===== src/rtl/comb_bist.sv =====
// Exhaustive self-tester for a small combinational block: it steps stim through
// every input vector, checks resp against a truth table and reports the results.
module comb_bist #(
  parameter int unsigned N_INPUTS = 3,
  parameter logic [(2**N_INPUTS)-1:0] EXPECTED = 8'h12,
  parameter int unsigned SETTLE_CYCLES = 2
) (
  input  logic                clk,
  input  logic                reset,
  input  logic                start,
  output logic [N_INPUTS-1:0] stim,
  input  logic                resp,
  output logic                busy,
  output logic                done,
  output logic                pass,
  output logic                error,
  output logic [N_INPUTS:0]   error_count,
  output logic [N_INPUTS:0]   total_tests,
  output logic [N_INPUTS-1:0] first_fail_vec,
  output logic                first_fail_valid
);

  localparam int unsigned SW = (SETTLE_CYCLES > 1) ? $clog2(SETTLE_CYCLES) : 1;
  localparam int unsigned CW = N_INPUTS + 1;

  typedef enum logic [1:0] {
    ST_IDLE  = 2'd0,
    ST_APPLY = 2'd1,
    ST_CHECK = 2'd2,
    ST_DONE  = 2'd3
  } state_t;

  state_t              state_q, state_d;
  logic [N_INPUTS-1:0] stim_q, stim_d;
  logic [SW-1:0]       settle_q, settle_d;
  logic                busy_q, busy_d;
  logic                done_q, done_d;
  logic                pass_q, pass_d;
  logic                error_q, error_d;
  logic [CW-1:0]       err_cnt_q, err_cnt_d;
  logic [CW-1:0]       total_q, total_d;
  logic [N_INPUTS-1:0] ffv_q, ffv_d;
  logic                ffvalid_q, ffvalid_d;

  // State and result registers; synchronous reset clears everything.
  always_ff @(posedge clk) begin
    if (reset) begin
      state_q   <= ST_IDLE;
      stim_q    <= '0;
      settle_q  <= '0;
      busy_q    <= 1'b0;
      done_q    <= 1'b0;
      pass_q    <= 1'b0;
      error_q   <= 1'b0;
      err_cnt_q <= '0;
      total_q   <= '0;
      ffv_q     <= '0;
      ffvalid_q <= 1'b0;
    end else begin
      state_q   <= state_d;
      stim_q    <= stim_d;
      settle_q  <= settle_d;
      busy_q    <= busy_d;
      done_q    <= done_d;
      pass_q    <= pass_d;
      error_q   <= error_d;
      err_cnt_q <= err_cnt_d;
      total_q   <= total_d;
      ffv_q     <= ffv_d;
      ffvalid_q <= ffvalid_d;
    end
  end

  // Next-state and result update.
  always_comb begin
    state_d   = state_q;
    stim_d    = stim_q;
    settle_d  = settle_q;
    busy_d    = busy_q;
    done_d    = done_q;
    pass_d    = pass_q;
    error_d   = 1'b0;
    err_cnt_d = err_cnt_q;
    total_d   = total_q;
    ffv_d     = ffv_q;
    ffvalid_d = ffvalid_q;

    case (state_q)
      ST_IDLE, ST_DONE: begin
        if (start) begin
          state_d   = ST_APPLY;
          stim_d    = '0;
          settle_d  = '0;
          busy_d    = 1'b1;
          done_d    = 1'b0;
          pass_d    = 1'b0;
          err_cnt_d = '0;
          total_d   = '0;
          ffv_d     = '0;
          ffvalid_d = 1'b0;
        end
      end
      ST_APPLY: begin
        settle_d = settle_q + SW'(1);
        if (settle_q == SW'(SETTLE_CYCLES - 1)) begin
          state_d = ST_CHECK;
        end
      end
      ST_CHECK: begin
        total_d = total_q + CW'(1);
        if (resp != EXPECTED[stim_q]) begin
          err_cnt_d = err_cnt_q + CW'(1);
          error_d   = 1'b1;
          if (!ffvalid_q) begin
            ffv_d     = stim_q;
            ffvalid_d = 1'b1;
          end
        end
        if (&stim_q) begin
          state_d = ST_DONE;
          busy_d  = 1'b0;
          done_d  = 1'b1;
          pass_d  = (err_cnt_d == '0);
        end else begin
          state_d  = ST_APPLY;
          stim_d   = stim_q + N_INPUTS'(1);
          settle_d = '0;
        end
      end
      default: state_d = ST_IDLE;
    endcase
  end

  assign stim             = stim_q;
  assign busy             = busy_q;
  assign done             = done_q;
  assign pass             = pass_q;
  assign error            = error_q;
  assign error_count      = err_cnt_q;
  assign total_tests      = total_q;
  assign first_fail_vec   = ffv_q;
  assign first_fail_valid = ffvalid_q;

endmodule


===== config.mk =====
export PLATFORM = sky130hd
export DESIGN_NAME = comb_bist
export DESIGN_NICKNAME = d
export VERILOG_FILES = /design/src/rtl/comb_bist.sv
export SDC_FILE = /design/constraint.sdc
export NUM_CORES = 1
export LEC_CHECK = 0
export ABC_CLOCK_PERIOD_IN_PS = 4880
export CAP_MARGIN = 40
export CORE_UTILIZATION = 35
export DETAILED_ROUTE_END_ITERATION = 10
export PLACE_DENSITY = 0.65
export SLEW_MARGIN = 15
export SYNTH_ARGS = -nofsm -noshare
export SYNTH_HDL_FRONTEND = slang
export SYNTH_SLANG_ARGS = --single-unit

===== constraint.sdc =====
create_clock -name clk -period 4.88 [get_ports clk]
set_input_delay 1.464 -clock clk [delete_from_list [all_inputs] [get_ports clk]]
set_output_delay 1.464 -clock clk [all_outputs]
set_load 0.01 [all_outputs]

==> out/qor.yml, run 1 <==
placement:
  place_inst: 195
  dp_hpwl_um: 1760
  place_area_mm2: 0.00140
  io_buffers: 22
  routabilityCongestion: 0.785
clock_network:
  hold_buffers: 0
  cts-root-buf: "clkbuf_4"
  cts_resized: 0
  clkTransAtPathRegs_ns: 0.13
  cts_sinks: 23
  post-cts-setup-buffers: 0
  numCtsBuffers: 3
  tritoncts: "built"
  h-tree-depth: 1
  cts_max_path_buffers: 2
  clock_latency_ns: 0.31
worst_setup_path:
  cp_slowest_cell: "clkdlybuf4s50_1"
  worst_ep_required_time_ns: 3.42
  worst-path-buf-inv: 1
  critPathKind: "reg2out"
  path_cells: "clkdlybuf4s50_1"
  path_max_fanout: 6
  worstPathArrival_ns: 1.37
  cp-start-kind: "flip-flop"
  cp_slowest_stage_delay_ns: 0.59
  cp-end-kind: "primary output"
  crit_family: "buffers and inverters"
logic_synthesis:
  synth_nets: 147
  synth-edff-count: 0
  synth.avg_cell_area_um2: 8.53
  yosys_warnings: 0
  netlist_top_cells_count: "dfxtp_1 (23), nor2_1 (23), a21oi_1 (10), nand2_1 (10), a22oi_1 (9)"
  yosysSeqAreaShare_pct: 39.4
  yosys.cell_types.count: 33
  ys.flop_type: "dfxtp_1"
  ys_async_sr_fraction_pct: 0
  postSynthCellCount: 137
  yosysTopAreaCellShare_pct: 39.4
  synth_seq_cells: 23
  synth_area_leaders: "dfxtp_1 (39%), nor2_1 (7.4%), ha_1 (6.4%)"
  synth_top_cell_by_area: "dfxtp_1"
  syn_area_mm2: 0.00117
route:
  viasPerCell: 5.01
  avgRoutedWirePerCell_um: 12.2
  totalWireLength_um: 2440
  dr_total_vias: 1001
  drc: 0
  dr.pass1.iters: 4
  drtIter0Drc: 39
  final_antenna_net_count: 0
pwr:
  vdd_drop_max_mv: 0.136
  totalPowerFinal_mw: 0.322
  powerDensity_mw_per_mm2: 223
  p_leak_nw: 0.537
layout:
  instances_no_fill: 200
  area_growth_pct: 23.4
  post-route-util_pct: 46.5
  drive_gt1_share_pct: 7.69
  final_area_mm2: 0.00144
  num_antenna_cells: 0
  finalNetCount: 167
floorplanning:
  die_h_um: 59.8
  rows: 20
  core_mm2: 0.00310
  die_w_um: 59.8
  num_io_pins: 23
  dieArea_mm2: 0.00357
  initial_core_util_pct: 37.7
flow_run:
  cap_viol_max_count: 0
timing:
  tightest_slew_ns: 0.643
  period_needed_ns: 2.83
  fin_crit_sh_pct: 58.1
  skew_ns: 0.0108
  hold_viol: 0
  fin_setup_tns_ns: 0
  rsz0062_at_grt: "no"
  slew_viol_final: 0
  relSlewSlack_pct: 57.1
  timing.fmax_mhz: 353
  setup_violations: 0
global_routing:
  grt_max_degree: 25
  grt_pass1_vias: 944
  antenna_found_initial: 0
  track_usage_pct: 15.7
  grt_overflow: 0
  grt_pass1_wl_um: 4250
worst_hold_path:
  worstHoldPathType: "reg2reg"
status:
  status: "finished clean"
[cell usage in the layout (no fill, tap or decap), types with 2 or more instances in the layout]
master           count
a21oi_1             10
a22o_1               2
a22oi_1              9
clkbuf_4             3
clkdlybuf4s50_1     22
dfxtp_1             23
ha_1                 6
inv_1                3
mux2_2               2
mux2i_1              2
nand2_1             10
nand2b_1             4
nand3_1              4
nor2_1              23
nor2b_1              4
nor3_1               4
o21ai_0              5
o21ai_2              2
xnor2_1              3
[cell type report]
type / instances / area, um^2
sequential: 23 / 460
multi-input combinational: 103 / 654
tap: 44 / 55.1
timing repair buffer: 23 / 235
inverter: 3 / 11.3
fill: 324 / 1660
clock buffer: 4 / 26.3
[routing by layer]
| layer | GRT usage [%] | up-vias | wire length, um |
|---|---|---|---|
| li1 | - | 515 | - |
| met1 | 20.5 | 462 | 1150 |
| met2 | 24.6 | 22 | 1130 |
| met3 | 4.55 | 2 | 150 |
| met4 | 5.32 | 0 | 13 |
| met5 | 0 | - | 0 |
[registers in the layout, indices dropped and copies added, names as in the netlist, named ones only]
name,cells
error_count,4
total_tests,4
first_fail_vec,3
stim,3
state_q,2
busy,1
done,1
error,1
first_fail_valid,1
pass,1
settle_q,1
[logic make-up (layout without fill, tap and decap cells)]
| kind of cell | count (synthesis) | after routing | share of synthesized area, % |
|---|---|---|---|
| buffers and inverters | 11 | 30 | 4.60 |
| adder cells (fa/ha/maj) | 6 | 6 | 6.42 |
| multiplexers | 4 | 4 | 3.64 |
| AO/OA/AOI/OAI | 33 | 33 | 19.3 |
| XOR/XNOR | 5 | 5 | 4.39 |
| flip-flops | 23 | 23 | 39.4 |
| AND/OR/NAND/NOR | 55 | 55 | 22.3 |
[final timing paths]
kind                    startpoint           endpoint  slack, ns  cells after the start
hold reg to reg   first_fail_valid   first_fail_valid       0.50                      2
hold / removal    first_fail_valid   first_fail_valid       0.50                      2
setup / recovery           stim[0]            stim[0]       2.05                      1
setup reg to reg        state_q[0]  first_fail_vec[0]       2.96                      7
[tightest hold or removal path, delay by kind of cell, from the launching register on]
kind               cells  cell delay, ns
DFF                    1            0.35
and+or+nand+nor        1            0.06
AOI/OAI and AO/OA      1            0.05
[through the flow]
step / setup WS (ns) / hold slack, ns
after floorplan: 2.44 / 0.463
after global placement: 1.76 / 0.475
after detailed placement: 1.70 / 0.484
after CTS: 2.02 / 0.512
after global routing: 1.91 / 0.533
final: 2.05 / 0.504
[report_power, final]
part	switching (mW)	internal (mW)
clock	0.0550	0.0319
sequential	0.00220	0.191
combinational	0.0264	0.0160
No activity file was read; power rests on OpenSTA's default activity.
==> run 2: changes to the inputs <==
- ABC_CLOCK_PERIOD_IN_PS: 4880 -> 2300
- PLACE_DENSITY: 0.65 -> 0.67
- clock period: 4.88 -> 2.3 ns (I/O delays scaled with it)
==> run 2 against run 1 <==
Cell area is 2.6% higher. Utilization up 1.2 points. Combinational power is 130% higher. Setup slack lost 1.8 ns. Worst hold slack worse by 0.0017 ns. Highest routed layer unchanged. First-iteration DRC count is 140% higher. Clock skew is 0.0058 ns lower. Via count is 4.9% higher. Clock power is 110% higher. Critical endpoint unchanged. Sequential share of layout area fell by 0.81 points. Sequential power increased by 110%.
==> out/qor.yml, run 2 (synthesis gave the netlist of run 1 again) <==
status:
  status: "finished clean"
clock_network:
  h-tree-depth: 1
  hold_buffers: 0
  numCtsBuffers: 3
  cts_sinks: 23
  cts-root-buf: "clkbuf_4"
  tritoncts: "built"
  cts_max_path_buffers: 2
  post-cts-setup-buffers: 0
  clock_latency_ns: 0.31
  clkTransAtPathRegs_ns: 0.12
  cts_resized: 0
global_routing:
  grt_pass1_vias: 968
  grt_overflow: 0
  grt_max_degree: 15
  grt_pass1_wl_um: 4350
  track_usage_pct: 16.1
  antenna_found_initial: 0
worst_setup_path:
  crit_family: "buffers and inverters"
  cp_slowest_stage_delay_ns: 0.58
  reg2reg_depth: 7
  cp-end-kind: "primary output"
  path_max_fanout: 6
  cp-start-kind: "flip-flop"
  worst-path-buf-inv: 1
  cp_slowest_cell: "clkdlybuf4s50_1"
  crit_path_start: "stim[0]"
  worstPathArrival_ns: 1.36
  reg2reg_slack_ns: 0.44
  critPathKind: "reg2out"
  worst_ep_required_time_ns: 1.61
  rr_startpoint: "stim[0]"
  cp_num_cells: 1
  path_cells: "clkdlybuf4s50_1"
  setup.worst_path.end: "stim[0]"
timing:
  timing.fmax_mhz: 488
  period_needed_ns: 2.05
  slew_viol_final: 0
  fin_setup_tns_ns: 0
  skew_ns: 0.00501
  tightest_slew_ns: 0.360
  timing.final.ws_setup_ns: 0.250
  setup_violations: 0
  hold_viol: 0
  rsz0062_at_grt: "no"
  fin_crit_sh_pct: 89.1
  relSlewSlack_pct: 75.8
layout:
  area_growth_pct: 26.7
  drive_gt1_share_pct: 11.1
  final_cell_mix: "nor2_1 (23), dfxtp_1 (23), clkdlybuf4s50_1 (22)"
  multiInputGateArea_um2: 654
  finalNetCount: 173
  final_area_mm2: 0.00148
  regArea_um2: 460
  num-fill-cells: 324
  num_antenna_cells: 0
route:
  viasPerCell: 5.10
  drc: 0
  drtIter0Drc: 93
  totalWireLength_um: 2580
  dr.pass1.iters: 4
  final_antenna_net_count: 0
  dr_total_vias: 1050
  avgRoutedWirePerCell_um: 12.5
flow_run:
  cap_viol_max_count: 0
floorplanning:
  initial_core_util_pct: 37.7
  core_mm2: 0.00310
  die_h_um: 59.8
  dieArea_mm2: 0.00357
  die_w_um: 59.8
  num_io_pins: 23
  rows: 20
pwr:
  sequentialPowerShare_pct: 59.1
  vdd_drop_max_mv: 0.183
  p_leak_nw: 0.563
  swShare_pct: 25.9
  p_int_mw: 0.513
  powerDensity_mw_per_mm2: 468
  clockPowerShare_pct: 26.8
  pwr-share-comb_pct: 14.2
  totalPowerFinal_mw: 0.692
  switchingPower_mw: 0.180
worst_hold_path:
  min_path_cells: 2
  worstHoldPathType: "reg2reg"
placement:
  routabilityCongestion: 0.800
  place_area_mm2: 0.00145
  preCtsSetupSlack_ns: 0.00681
  dp_hpwl_um: 1910
  io_buffers: 22
-- run 2: cell count changes in the layout (fill, tap and decap cells not counted), sizes merged --
cell and change:
buf +6
-- run 2: worst min-delay path, cell delays in order (launching register included) --
cell	delay, ns
dfxtp_1	0.33
nand2b_1	0.06
o21ai_0	0.07
-- run 2: per-layer routing --
layer	vias up	wire length, um	share of wire, %	track usage [%]
met5	-	0	0	0
met4	0	55	2.1	7.97
met3	5	97	3.8	2.60
met2	28	1190	46	25.7
met1	495	1240	48	21.0
li1	522	-	-	-
-- run 2: stage by stage --
stage,hold WS (ns),instances,utilization [%]
after floorplan,0.463,137,-
after global placement,0.478,202,46.9
after detailed placement,0.479,202,46.9
after CTS,0.507,206,47.7
after global routing,0.537,206,47.7
final,0.502,206,47.7
-- run 2: worst min-delay path by stage --
| stage | from | to | slack (ns) |
|---|---|---|---|
| finish | pass | pass | 0.50 |
| global route | settle_q | settle_q | 0.54 |
| CTS | settle_q | settle_q | 0.51 |
| detailed placement | pass | pass | 0.48 |
| global placement | settle_q | settle_q | 0.48 |
| floorplan | settle_q | settle_q | 0.46 |
-- run 2: final cells by class --
class	instances	share of cell area, %
repair buffers	29	18.4
well taps	44	3.72
inverters	3	0.761
multi-input cells	103	44.2
flip-flops and latches	23	31.1
clock buffers	4	1.78
-- run 2: power by group through the flow --
stage / combinational, mW / sequential [mW] / clock (mW)
floorplan: 0.0671 / 0.418 / 0
global placement: 0.0961 / 0.418 / 0
detailed placement: 0.0975 / 0.418 / 0
CTS: 0.0979 / 0.409 / 0.195
global route: 0.109 / 0.411 / 0.213
finish: 0.0981 / 0.409 / 0.185
